`config.mk`:
```
export PLATFORM = sky130hd
export DESIGN_NAME = jtag_host
export DESIGN_NICKNAME = d
export VERILOG_FILES = /design/src/rtl/jtag_pkg.sv /design/src/rtl/jtag_tck_gen.sv /design/src/rtl/jtag_host.sv
export SDC_FILE = /design/constraint.sdc
export NUM_CORES = 1
export LEC_CHECK = 0
export CORE_AREA = 2 2 124 126
export CTS_CLUSTER_SIZE = 14
export DETAILED_ROUTE_END_ITERATION = 7
export DIE_AREA = 0 0 126 128
export HOLD_SLACK_MARGIN = 0.15
export PLACE_DENSITY = 0.63
export REMOVE_ABC_BUFFERS = 1
export SLEW_MARGIN = 20
export SYNTH_ARGS = -nofsm -noshare
export SYNTH_HDL_FRONTEND = slang
export SYNTH_SLANG_ARGS = --single-unit
export TNS_END_PERCENT = 10
```
`constraint.sdc`:
```
create_clock -name clk -period 3.1 [get_ports clk]
set_clock_uncertainty 0.1 [all_clocks]
set_input_delay 0.465 -clock clk [delete_from_list [all_inputs] [get_ports clk]]
set_output_delay 0.465 -clock clk [all_outputs]
set_load 0.02 [all_outputs]
```
`src/rtl/jtag_pkg.sv`:
```
// Shared types for the JTAG host: TAP state encoding, command opcodes,
// host sequencer states and the standard TAP next-state function.
package jtag_pkg;

    typedef enum logic [3:0] {
        Exit2DR     = 4'h0,
        Exit1DR     = 4'h1,
        ShiftDR     = 4'h2,
        PauseDR     = 4'h3,
        SelectIR    = 4'h4,
        UpdateDR    = 4'h5,
        CaptureDR   = 4'h6,
        SelectDR    = 4'h7,
        Exit2IR     = 4'h8,
        Exit1IR     = 4'h9,
        ShiftIR     = 4'hA,
        PauseIR     = 4'hB,
        RunTestIdle = 4'hC,
        UpdateIR    = 4'hD,
        CaptureIR   = 4'hE,
        TLReset     = 4'hF
    } tap_state_t;

    typedef enum logic [1:0] {
        OpTlReset = 2'b00,
        OpScanIr  = 2'b01,
        OpScanDr  = 2'b10,
        OpIdle    = 2'b11
    } jtag_op_t;

    typedef enum logic [2:0] {
        HostInit,
        HostIdle,
        HostPre,
        HostShift,
        HostPost,
        HostResp
    } host_state_t;

    // TMS patterns are consumed LSB first; the paired count is pulses minus one.
    localparam logic [5:0] ResetTms   = 6'b011111;
    localparam logic [5:0] PreDrTms   = 6'b000001;
    localparam logic [5:0] PreIrTms   = 6'b000011;
    localparam logic [5:0] PostTms    = 6'b000001;
    localparam logic [2:0] ResetLast  = 3'd5;
    localparam logic [2:0] PreDrLast  = 3'd2;
    localparam logic [2:0] PreIrLast  = 3'd3;
    localparam logic [2:0] PostLast   = 3'd1;

    function automatic tap_state_t tap_next(input tap_state_t state, input logic tms);
        case (state)
            TLReset:     return tms ? TLReset  : RunTestIdle;
            RunTestIdle: return tms ? SelectDR : RunTestIdle;
            SelectDR:    return tms ? SelectIR : CaptureDR;
            CaptureDR:   return tms ? Exit1DR  : ShiftDR;
            ShiftDR:     return tms ? Exit1DR  : ShiftDR;
            Exit1DR:     return tms ? UpdateDR : PauseDR;
            PauseDR:     return tms ? Exit2DR  : PauseDR;
            Exit2DR:     return tms ? UpdateDR : ShiftDR;
            UpdateDR:    return tms ? SelectDR : RunTestIdle;
            SelectIR:    return tms ? TLReset  : CaptureIR;
            CaptureIR:   return tms ? Exit1IR  : ShiftIR;
            ShiftIR:     return tms ? Exit1IR  : ShiftIR;
            Exit1IR:     return tms ? UpdateIR : PauseIR;
            PauseIR:     return tms ? Exit2IR  : PauseIR;
            Exit2IR:     return tms ? UpdateIR : ShiftIR;
            UpdateIR:    return tms ? SelectDR : RunTestIdle;
            default:     return TLReset;
        endcase
    endfunction

endpackage

```
`src/rtl/jtag_tck_gen.sv`:
```
// TCK divider: each pulse is CLK_DIV low cycles then CLK_DIV high cycles.
// Strobes are combinational and mark the clk edge at which each event lands.
module jtag_tck_gen #(
    parameter int CLK_DIV = 2
) (
    input  logic clk,
    input  logic reset,
    input  logic start,
    output logic tck,
    output logic pulse_start,
    output logic rise,
    output logic pulse_done
);
    localparam int CntW = (2 * CLK_DIV > 2) ? $clog2(2 * CLK_DIV) : 1;
    localparam logic [CntW-1:0] RiseCnt = CntW'(CLK_DIV - 1);
    localparam logic [CntW-1:0] LastCnt = CntW'(2 * CLK_DIV - 1);

    logic            active;
    logic [CntW-1:0] cnt;

    assign rise        = active && (cnt == RiseCnt);
    assign pulse_done  = active && (cnt == LastCnt);
    // A held start chains pulses: the next low phase begins on the falling edge.
    assign pulse_start = start && (!active || pulse_done);

    always_ff @(posedge clk) begin
        if (reset) begin
            active <= 1'b0;
            cnt    <= '0;
            tck    <= 1'b0;
        end else if (pulse_start) begin
            active <= 1'b1;
            cnt    <= '0;
            tck    <= 1'b0;
        end else if (pulse_done) begin
            active <= 1'b0;
            cnt    <= '0;
            tck    <= 1'b0;
        end else if (active) begin
            cnt <= cnt + 1'b1;
            if (rise) tck <= 1'b1;
        end
    end

endmodule

```
`src/rtl/jtag_host.sv`:
```
// JTAG initiator: turns IR/DR scan, reset and idle commands into TCK/TMS/TDI
// pulse trains, tracks the target TAP state and returns captured TDO bits.
module jtag_host
    import jtag_pkg::*;
#(
    parameter int MAX_LEN = 32,
    parameter int CLK_DIV = 2,
    parameter int LEN_W   = $clog2(MAX_LEN + 1)
) (
    input  logic               clk,
    input  logic               reset,
    input  logic               cmd_valid,
    output logic               cmd_ready,
    input  logic [1:0]         cmd_op,
    input  logic [LEN_W-1:0]   cmd_len,
    input  logic [MAX_LEN-1:0] cmd_data,
    output logic               rsp_valid,
    output logic [MAX_LEN-1:0] rsp_data,
    output logic               busy,
    output logic               tck,
    output logic               tms,
    output logic               tdi,
    input  logic               tdo,
    output logic [3:0]         tap_state
);
    localparam logic [LEN_W-1:0]   MaxLen  = LEN_W'(MAX_LEN);
    localparam logic [MAX_LEN-1:0] FirstBit = {{(MAX_LEN-1){1'b0}}, 1'b1};

    host_state_t        state;
    jtag_op_t           op;
    tap_state_t         tapState;
    logic [LEN_W-1:0]   lenReg, idx, lenClamped;
    logic [MAX_LEN-1:0] dataReg, bitMask, capMask;
    logic [5:0]         preTms;
    logic [2:0]         preLeft;
    logic               issuing, capShift;
    logic               pulseStart, rise, pulseDone;

    assign tap_state  = tapState;
    assign lenClamped = (cmd_len > MaxLen) ? MaxLen : cmd_len;

    jtag_tck_gen #(.CLK_DIV(CLK_DIV)) tckGen (
        .clk         (clk),
        .reset       (reset),
        .start       (issuing),
        .tck         (tck),
        .pulse_start (pulseStart),
        .rise        (rise),
        .pulse_done  (pulseDone)
    );

    always_ff @(posedge clk) begin
        if (reset) begin
            state     <= HostInit;
            op        <= OpTlReset;
            tapState  <= TLReset;
            lenReg    <= '0;
            idx       <= '0;
            dataReg   <= '0;
            bitMask   <= FirstBit;
            capMask   <= '0;
            preTms    <= ResetTms;
            preLeft   <= ResetLast;
            issuing   <= 1'b1;
            capShift  <= 1'b0;
            tms       <= 1'b1;
            tdi       <= 1'b0;
            cmd_ready <= 1'b0;
            rsp_valid <= 1'b0;
            rsp_data  <= '0;
            busy      <= 1'b1;
        end else begin
            rsp_valid <= 1'b0;
            if (rise) begin
                tapState <= tap_next(tapState, tms);
                if (capShift && tdo) rsp_data <= rsp_data | capMask;
            end
            case (state)
                HostIdle: begin
                    if (cmd_valid && cmd_ready) begin
                        cmd_ready <= 1'b0;
                        busy      <= 1'b1;
                        op        <= jtag_op_t'(cmd_op);
                        lenReg    <= lenClamped;
                        dataReg   <= cmd_data;
                        rsp_data  <= '0;
                        idx       <= '0;
                        bitMask   <= FirstBit;
                        capShift  <= 1'b0;
                        if (lenClamped == '0) begin
                            state     <= HostResp;
                            rsp_valid <= 1'b1;
                        end else begin
                            issuing <= 1'b1;
                            case (jtag_op_t'(cmd_op))
                                OpScanDr:  begin state <= HostPre; preTms <= PreDrTms; preLeft <= PreDrLast; end
                                OpScanIr:  begin state <= HostPre; preTms <= PreIrTms; preLeft <= PreIrLast; end
                                OpTlReset: begin state <= HostPre; preTms <= ResetTms; preLeft <= ResetLast; end
                                default:   state <= HostShift;
                            endcase
                        end
                    end
                end
                HostResp: begin
                    state     <= HostIdle;
                    cmd_ready <= 1'b1;
                    busy      <= 1'b0;
                end
                default: begin
                    if (pulseStart) begin
                        if (state != HostShift) begin
                            // Fixed-pattern pulses: init, preamble, reset and postamble.
                            tms      <= preTms[0];
                            tdi      <= 1'b0;
                            capShift <= 1'b0;
                            preTms   <= preTms >> 1;
                            preLeft  <= preLeft - 1'b1;
                            if (preLeft == '0) begin
                                if (state == HostPre && op != OpTlReset) state <= HostShift;
                                else issuing <= 1'b0;
                            end
                        end else begin
                            capShift <= (op != OpIdle);
                            capMask  <= bitMask;
                            bitMask  <= bitMask << 1;
                            dataReg  <= dataReg >> 1;
                            tdi      <= (op != OpIdle) && dataReg[0];
                            idx      <= idx + 1'b1;
                            if (idx == lenReg - 1'b1) begin
                                tms <= (op != OpIdle);
                                if (op == OpIdle) begin
                                    issuing <= 1'b0;
                                end else begin
                                    state   <= HostPost;
                                    preTms  <= PostTms;
                                    preLeft <= PostLast;
                                end
                            end else begin
                                tms <= 1'b0;
                            end
                        end
                    end else if (pulseDone && !issuing) begin
                        if (state == HostInit) begin
                            state     <= HostIdle;
                            cmd_ready <= 1'b1;
                            busy      <= 1'b0;
                        end else begin
                            state     <= HostResp;
                            rsp_valid <= 1'b1;
                        end
                    end
                end
            endcase
        end
    end

endmodule

```
==> results, run 1 <==
- The flow ran to the end, and the final reports show no timing, DRC or antenna violations.
- Setup violations remaining at the end of the flow were counted as 0.
- The cell family contributing the most delay on the critical path is compound AO/OA/AOI/OAI gates.
- Summing all non-filler instances in the final layout gives an area of roughly 8100 um2.
- The max-slew violation total from the final report is 0.
- The synthesized-area fraction occupied by adder cells is 0.0191.
- The worst setup margin is 0.699 ns.
- The root buffer cell is clkbuf_16.
- The count of placed standard cells in the final layout, fillers left out is roughly 1100.
- STA classifies the critical path startpoint as a flip-flop.
- TritonCTS built the clock tree.
- In this run the tightest slew margin relative to its limit is 0.569.
- On the critical path, the stage with the largest delay is an instance of dfxtp_1.
- The end of the worst hold path is bitMask[19].
- Power comes to between 5 and 6 mW.
- The synthesized design contains 168 register bits.
- The core area is 14900 um2.
- The total half-perimeter wirelength after legalization and detailed placement is roughly 9500 um.
- Input and output buffers added on the ports amount to 85.
- STA classifies the critical path endpoint as a flip-flop.
- Detailed routing inserted a total of around 5600 vias.
- Dividing total power by cell area gives a power density of 620 nW/um2.
- On the worst path, the slowest cell contributes a delay of 0.41 ns.
- Compared with the post-synthesis result, the final layout area differs by 23.8%.
- The proportion of synthesized area in mux cells is 0.00153.
- The leakage power summed over all cells is ~2.8 nW.
- The first TritonRoute pass finished after 5 iterations.
- For this run, the share of the core covered by cells in the final layout is 0.545.
- The share of the Yosys chip area taken by registers is 0.514.
- OpenSTA, run right after detailed placement, puts the worst setup slack at between 0.4 and 0.5 ns.
- The number of global-route vias before repair is 5450.
- Clock tree synthesis found a total of between 150 and 200 sinks.
- The worst hold path belongs to the class reg -> reg.
- The share of flip-flops with an asynchronous set or reset after synthesis is 0.
- The number of distinct library cell variants in the gate-level netlist after synthesis is 60.
- Gates resized during post-CTS repair numbered 0.
- The final routed wire length divided by cell count is around 14 um.
- Using the TritonRoute via totals, the vias-per-cell ratio works out to around 5.3.
- Setup repair after global routing left no endpoint under its margin.
- At the pin with the least slew margin, the transition time is ~0.64 ns.
- Data arrives at the worst endpoint at ~2.6 ns.
- Data on the critical path is required at its endpoint by about 3.3 ns.
- The maximum fanout encountered on the critical timing path is 6.
- The worst register-to-register path has a depth of 8.
- The critical path class is reg -> reg.
- The worst register-to-register path begins at lenReg[0].
- The wire length of the first global-routing pass is about 25000 um.
- The starting density of the core is 0.440.
- The die covers about 16000 um2.
- In this run the most critical hold path is launched from bitMask[19].
- The worst supply voltage drop on vdd is approximately 0.00046 V.
- Routability-driven placement finished with a final weighted congestion of 0.879.
- The number of H-tree levels is 4.
- The combined buffer and inverter count along the critical path is 1.
- The signal on the critical path passes through inv_1 -> ha_1 -> nor2b_1 -> or3_1 -> a32o_1 -> o21a_2 -> o31ai_1 -> o211ai_1.
- The width of the die is approximately 130 um.
- During synthesis, Yosys emitted a total of 0 warnings.
- The die is 128 um tall.
- The setup slack of the worst register-to-register path is 0.70 ns.
- In the finished design, the share of the clock period the worst path needs comes to 0.775.
- The number of antenna violations at the first check in global routing was 0.
- The share of the synthesized area in compound gates (AO/OA/AOI/OAI) is 0.199.
- The post-layout net count is just over 900.
- The total placed instance area is around 7500 um2.
- The worst hold slack across all endpoints is around 0.35 ns.
- The average cell area after synthesis is approximately 8.3 um2.
- The hold violation count in the final report was 0.
- After layout, the minimum clock period comes to approximately 2.4 ns.
- In the routed design, unresolved DRC markers number 0.
- The worst-skew pair later-pin latency is between 0.4 and 0.5 ns.
- The number of maximum-capacitance constraint violations is 0.
- The worst hold path was traced through 2 stages.
- The total overflow left after global routing is 0.
- The row count is 45.
- For this run, the leading register cell type out of synthesis is dfxtp_1.
- The number of setup buffers added after CTS is 0.
- Of the total synthesized cell area, the portion taken by AND, OR, NAND and NOR gates is 0.211.
- The placed instance count is between 1000 and 1500.
- In this run, the number of DRC markers left after iteration 0 of detailed routing was slightly above 300.
- The worst register-to-register path ends at preLeft[2].
- After synthesis, the largest family of logic cells by area is simple AND/OR/NAND/NOR gates.
- The count of mapped cells out of synthesis is 786.
- The number of buffers created by CTS is 17.
- The final antenna-violating net count is 0.
- The largest net degree at the start of global routing is 64.
- The clock-pin slew on the worst setup and hold paths is ~0.06 ns.
- The maximum buffer depth of the clock tree is 2.
- Yosys mapped a number of flops with a built-in enable equal to 0.
- In this run the count of I/O pins placed on the die edge is 86.
- After routing, the total negative slack on setup checks comes to 0 ns.
- The routed design has 14300 um of wire.
- The number of buffers added to fix hold violations after cts is 0.
- The total inserted antenna cells is 0.
- Based on the critical path, the design can be clocked at up to ~0.42 GHz.
- Of the cells placed in the final design, the portion with a size suffix greater than 1 is 0.0727.
- The netlist area before placement is around 6500 um2.
- The xor-xnor portion of the synthesized cell area is 0.0134.
- The overall track demand over capacity in global routing is 0.185.
==> synth_stat cells, drive strengths merged (2+ instances only) <==
cell | count | share of area
inv | 12 | 0.0069
or3 | 3 | 0.0044
nand3b | 6 | 0.0069
a22oi | 4 | 0.0046
o211ai | 4 | 0.0046
xnor2 | 6 | 0.0080
and3 | 2 | 0.0019
nor2b | 5 | 0.0048
ha | 10 | 0.019
a211oi | 2 | 0.0023
a21oi | 119 | 0.091
o22ai | 2 | 0.0019
dfxtp | 168 | 0.51
nand2 | 184 | 0.11
and2 | 2 | 0.0019
o311ai | 3 | 0.0040
a31oi | 5 | 0.0048
nor2 | 101 | 0.058
o21ai | 15 | 0.012
clkbuf | 29 | 0.017
xor2 | 4 | 0.0054
nand2b | 7 | 0.0067
o31ai | 2 | 0.0023
a311oi | 32 | 0.044
a21o | 3 | 0.0034
buf | 20 | 0.016
a221o | 3 | 0.0046
nand4 | 4 | 0.0048
nor3 | 4 | 0.0038
nand3 | 4 | 0.0031
o21a | 2 | 0.0025
==> worst reg2reg max path, stage by stage, from the launching register on <==
cell	delay, ns
dfxtp_1	0.41
inv_1	0.07
ha_1	0.23
nor2b_1	0.15
or3_1	0.36
a32o_1	0.29
o21a_2	0.26
o31ai_1	0.26
o211ai_1	0.14
==> worst max path at each step <==
| stage | startpoint | to | slack, ns | cells after the start |
|---|---|---|---|---|
| 2_1_floorplan | tckGen.cnt[0] | dataReg[31] | -0.26 | 7 |
| 6_report | lenReg[0] | preLeft[2] | 0.70 | 8 |
| 5_1_grt | lenReg[0] | preLeft[2] | 0.51 | 8 |
| 3_3_place_gp | cmd_valid | preLeft[2] | 0.56 | 6 |
| 4_1_cts | lenReg[0] | preLeft[2] | 0.70 | 8 |
| 3_5_place_dp | cmd_valid | preLeft[2] | 0.40 | 6 |
==> cell families (layout without fill, tap and decap cells) <==
family	after synthesis	after routing
simple gates	327	327
fa+ha+maj	10	10
mux	1	1
flops	168	168
xor+xnor	10	10
buf+inv	63	144
compound gates	207	207
==> metal layers <==
| layer | global-route usage | wire, um | vias to the layer above |
|---|---|---|---|
| met1 | 0.231 | 6850 | 2609 |
| met5 | 0 | 0 | - |
| li1 | - | - | 2828 |
| met4 | 0.0750 | 242 | 0 |
| met3 | 0.0396 | 507 | 24 |
| met2 | 0.314 | 6740 | 100 |
==> sequential cells by signal, indices dropped and copies added (netlist names), 2 cells and up <==
register	flops
preLeft	3
preTms	5
dataReg	32
tckGen.cnt	2
op	2
lenReg	6
rsp_data	32
tap_state	4
state	3
bitMask	32
idx	6
capMask	32
==> power by group <==
| part | internal [mW] | switching, mW |
|---|---|---|
| registers | 2.25 | 0.0920 |
| logic | 0.274 | 0.439 |
| clock network | 1.07 | 0.896 |
==> layout by cell type, fill, tap and decap left out, drive strengths merged, types with 5 or more instances in the layout <==
cell and n:
clkbuf 19, a311oi 32, inv 18, o21ai 15, nor2 101, clkdlybuf4s50 84
xnor2 6, buf 15, a31oi 5, dfxtp 168, nand3b 6, ha 10
clkinv 6, nand2b 7, a21oi 119, nor2b 5, nand2 184
==> layout make-up <==
| class | count | area, um2 |
|---|---|---|
| timing repair buffer | 99 | 978 |
| clock inverter | 13 | 113 |
| clock buffer | 19 | 443 |
| fill | 1443 | 6770 |
| tap | 188 | 235 |
| multi-input combinational | 555 | 2910 |
| inverter | 13 | 48.8 |
| sequential | 168 | 3360 |
Power figures use the tool's default switching activity.
==> run 2, diff against run 1 <==
==> constraint.sdc (replaced) <==
create_clock -name clk -period 2.45 [get_ports clk]
set_clock_uncertainty 0.1 [all_clocks]
set_input_delay 0.3675 -clock clk [delete_from_list [all_inputs] [get_ports clk]]
set_output_delay 0.3675 -clock clk [all_outputs]
set_load 0.02 [all_outputs]
==> results, run 2 (same netlist as run 1, synthesis figures left out) <==
- For the worst setup path, the data arrival time is ~2.5 ns.
- Walking the worst path, the cells encountered are inv_1 -> ha_1 -> nor2b_1 -> or3_1 -> a32o_1 -> o21a_2 -> o31ai_1 -> o211ai_1.
- The number of antenna violations at the first check in global routing came to 0.
- After detailed routing, the average wire length per cell comes to 13.6 um.
- Power spread over the standard cell area amounts to 792 nW/um2.
- The count of vias placed by the detailed router is between 5000 and 6000.
- The top-level I/O count is 86.
- During placement, the flow inserted port buffers numbering 85.
- After the first detailed-routing iteration, the DRC count stood at about 340.
- The capture instance of the worst register-to-register path is preLeft[2].
- In the routed design, unresolved DRC markers number 0.
- Grouping stages by cell kind, the critical path spends the most delay in compound AO/OA/AOI/OAI gates.
- The number of search-and-repair iterations in the first detailed-routing pass is 4.
- Using the TritonRoute via totals, the vias-per-cell ratio works out to between 5 and 6.
- For this configuration, the core starts out at a cell density of 0.440.
- The hold violation count in the final report was 0.
- Clock-pin slew was measured on the worst setup and hold paths at about 0.06 ns.
- The setup check on the worst reg-to-reg path leaves a slack of approximately 0.15 ns.
- The length of routed wiring on met1 is between 6000 and 7000 um.
- The highest cell delay on the worst timing path is ~0.36 ns.
- Entering global routing, the biggest net connects between 60 and 70 pins.
- In the final layout, the share of cells above drive strength 1 is 0.0812.
- 0 antenna diodes ended up in the layout.
- The area growth from synthesis to layout is 25.6%.
- The max-slew violation total from the final report is 0.
- Counting the fill cells in the layout gives between 1000 and 1500.
- STA classifies the critical path endpoint as a flip-flop.
- The worst hold path belongs to the class in -> reg.
- The clock reaches the later pin of the worst-skew pair after roughly 0.42 ns.
- For this run the aggregate overflow at the end of global routing stands at 0.
- The start point of the worst min-delay path is reset.
- Overall power consumption after layout is estimated at 6.50 mW.
- Across every metal layer, demand over resource in global routing totals 0.186.
- The final non-filler cell area is between 8000 and 9000 um2.
- The worst flop-to-flop path startpoint is lenReg[1].
- The worst register-to-register path has a depth of 8.
- In this run the core area contains 45 standard-cell rows.
- The end of the worst hold path is tckGen.cnt[0].
- Setup repair after global routing left no endpoint under its margin.
- The width of the die is approximately 130 um.
- The run finished with clean final reports.
- The number of global-route vias before repair is ~5300.
- Once detail routing completed, the nets flagged for antenna violations numbered 0.
- Clock tree synthesis selected as its root buffer the cell clkbuf_16.
- For this design, the sink count on the clock tree is between 150 and 200.
- The minimum clock period is around 2.3 ns.
- Data on the critical path is required at its endpoint by approximately 2.6 ns.
- The placed instance count is just over 1000.
- The post-layout net count is ~900.
- Along the worst path, the maximum fanout reaches 6.
- The number of H-tree levels is 4.
- The worst hold path passes through 2 cells.
- The number of setup buffers added after CTS is 0.
- The total met3 wirelength after detailed routing is roughly 580 um.
- The post-detailed-routing wire length is 14500 um.
- The critical path class is reg -> reg.
- The critical path launch point is lenReg[1].
- Across the run, the number of max-cap violations was 0.
- The number of endpoints failing setup at the final stage is 0.
- The library cell used most frequently in the layout, excluding fill and tap cells, is nand2_1.
- The final weighted congestion of routability-driven global placement is a little under 0.9.
- Summed over all cells, the static leakage comes to about 2.9 nW.
- The top cell types in the final layout, fill and taps aside, are nand2_1 (181), dfxtp_1 (168), a21oi_1 (119), nor2_1 (98), clkdlybuf4s50_1 (84).
- The combined buffer and inverter count along the critical path is 1.
- The number of buffers created by CTS is 17.
- No sink is reached through more buffers than the 2 on the longest clock path.
- In this run, post-CTS hold repair placed 0 buffers.
- The wire length of the first global-routing pass is 24700 um.
- The worst hold slack across all endpoints is about 0.20 ns.
- Among all stages on the critical path, the largest delay is contributed by dfxtp_1.
- VDD sags by at most 0.000434 V.
- Post-CTS repair changed the size of 0 cells.
- The total half-perimeter wirelength after legalization and detailed placement is approximately 9600 um.
- The vertical die dimension is 128 um.
- Timing would allow up to 0.435 GHz.
- The category of the worst setup path launch point is a flip-flop.
- The wire length on met2 is between 6000 and 7000 um.
- The area of the die is roughly 16000 um2.
- The clock tree from TritonCTS is done.
- The total placed instance area is between 7000 and 8000 um2.
- The headroom to the max-slew limit is 0.598.
- Dividing the final minimum period by the clock period gives 0.938.
- At the pin with the least slew margin, the transition time is around 0.6 ns.
- Setup total negative slack on the finished layout was measured at 0 ns.
- The region available for standard cell placement spans between 10000 and 15000 um2.
- The count of placed standard cells in the final layout, fillers left out is between 1000 and 1500.
- The highest layer used for signal routing is met4.
-- run 2: cell types whose count changed in the layout (fill, tap and decap cells not counted) --
cell | before | now
buf_4 | 13 | 17
clkinv_2 | 1 | 5
buf_12 | 2 | 5
bufinv_16 | 0 | 2
clkinvlp_4 | 2 | 0
inv_8 | 2 | 0
clkbuf_1 | 1 | 0
inv_6 | 4 | 3
-- run 2: final cells by class --
cell class	count	area, um2	area share
clock buffers	18	439	0.0535
flip-flops and latches	168	3360	0.409
multi-input cells	555	2910	0.355
inverters	13	48.8	0.00594
well taps	188	235	0.0286
clock inverters	14	146	0.0178
repair buffers	106	1070	0.130
-- run 2: worst reg2reg max path: cells and delay by family, from the launching register on --
kind	cells	cell delay, ns
AOI/OAI and AO/OA	4	0.93
buffers and inverters	1	0.05
DFF	1	0.36
adders and majority gates	1	0.20
and+or+nand+nor	2	0.51
-- run 2: metal layers --
metal / vias to the layer above / GRT usage
li1: 2841 / -
met1: 2564 / 0.240
met2: 124 / 0.311
met3: 15 / 0.0396
met4: 0 / 0.0666
met5: - / 0
-- run 2: how the worst max path moves through the flow --
| stage | endpoint | slack (ns) | cells past startpoint |
|---|---|---|---|
| floorplan | dataReg[31] | -0.91 | 7 |
| global placement | preTms[3] | 0.07 | 7 |
| detailed placement | preTms[2] | 0.03 | 7 |
| CTS | preTms[2] | 0.16 | 8 |
| global route | preTms[2] | 0.002 | 8 |
| finish | preLeft[2] | 0.15 | 8 |
-- run 2: stage by stage --
stage / setup WS, ns / utilization
final: 0.153 / 0.553
after floorplan: -0.910 / -
after global routing: 0.00200 / 0.553
after CTS: 0.165 / 0.553
after global placement: 0.0706 / 0.513
after detailed placement: 0.0273 / 0.513
-- run 2: power breakdown --
| group | switching (mW) | total [mW] | internal, mW |
|---|---|---|---|
| sequential | 0.0963 | 2.94 | 2.85 |
| combinational | 0.578 | 0.950 | 0.372 |
| clock | 1.08 | 2.61 | 1.53 |
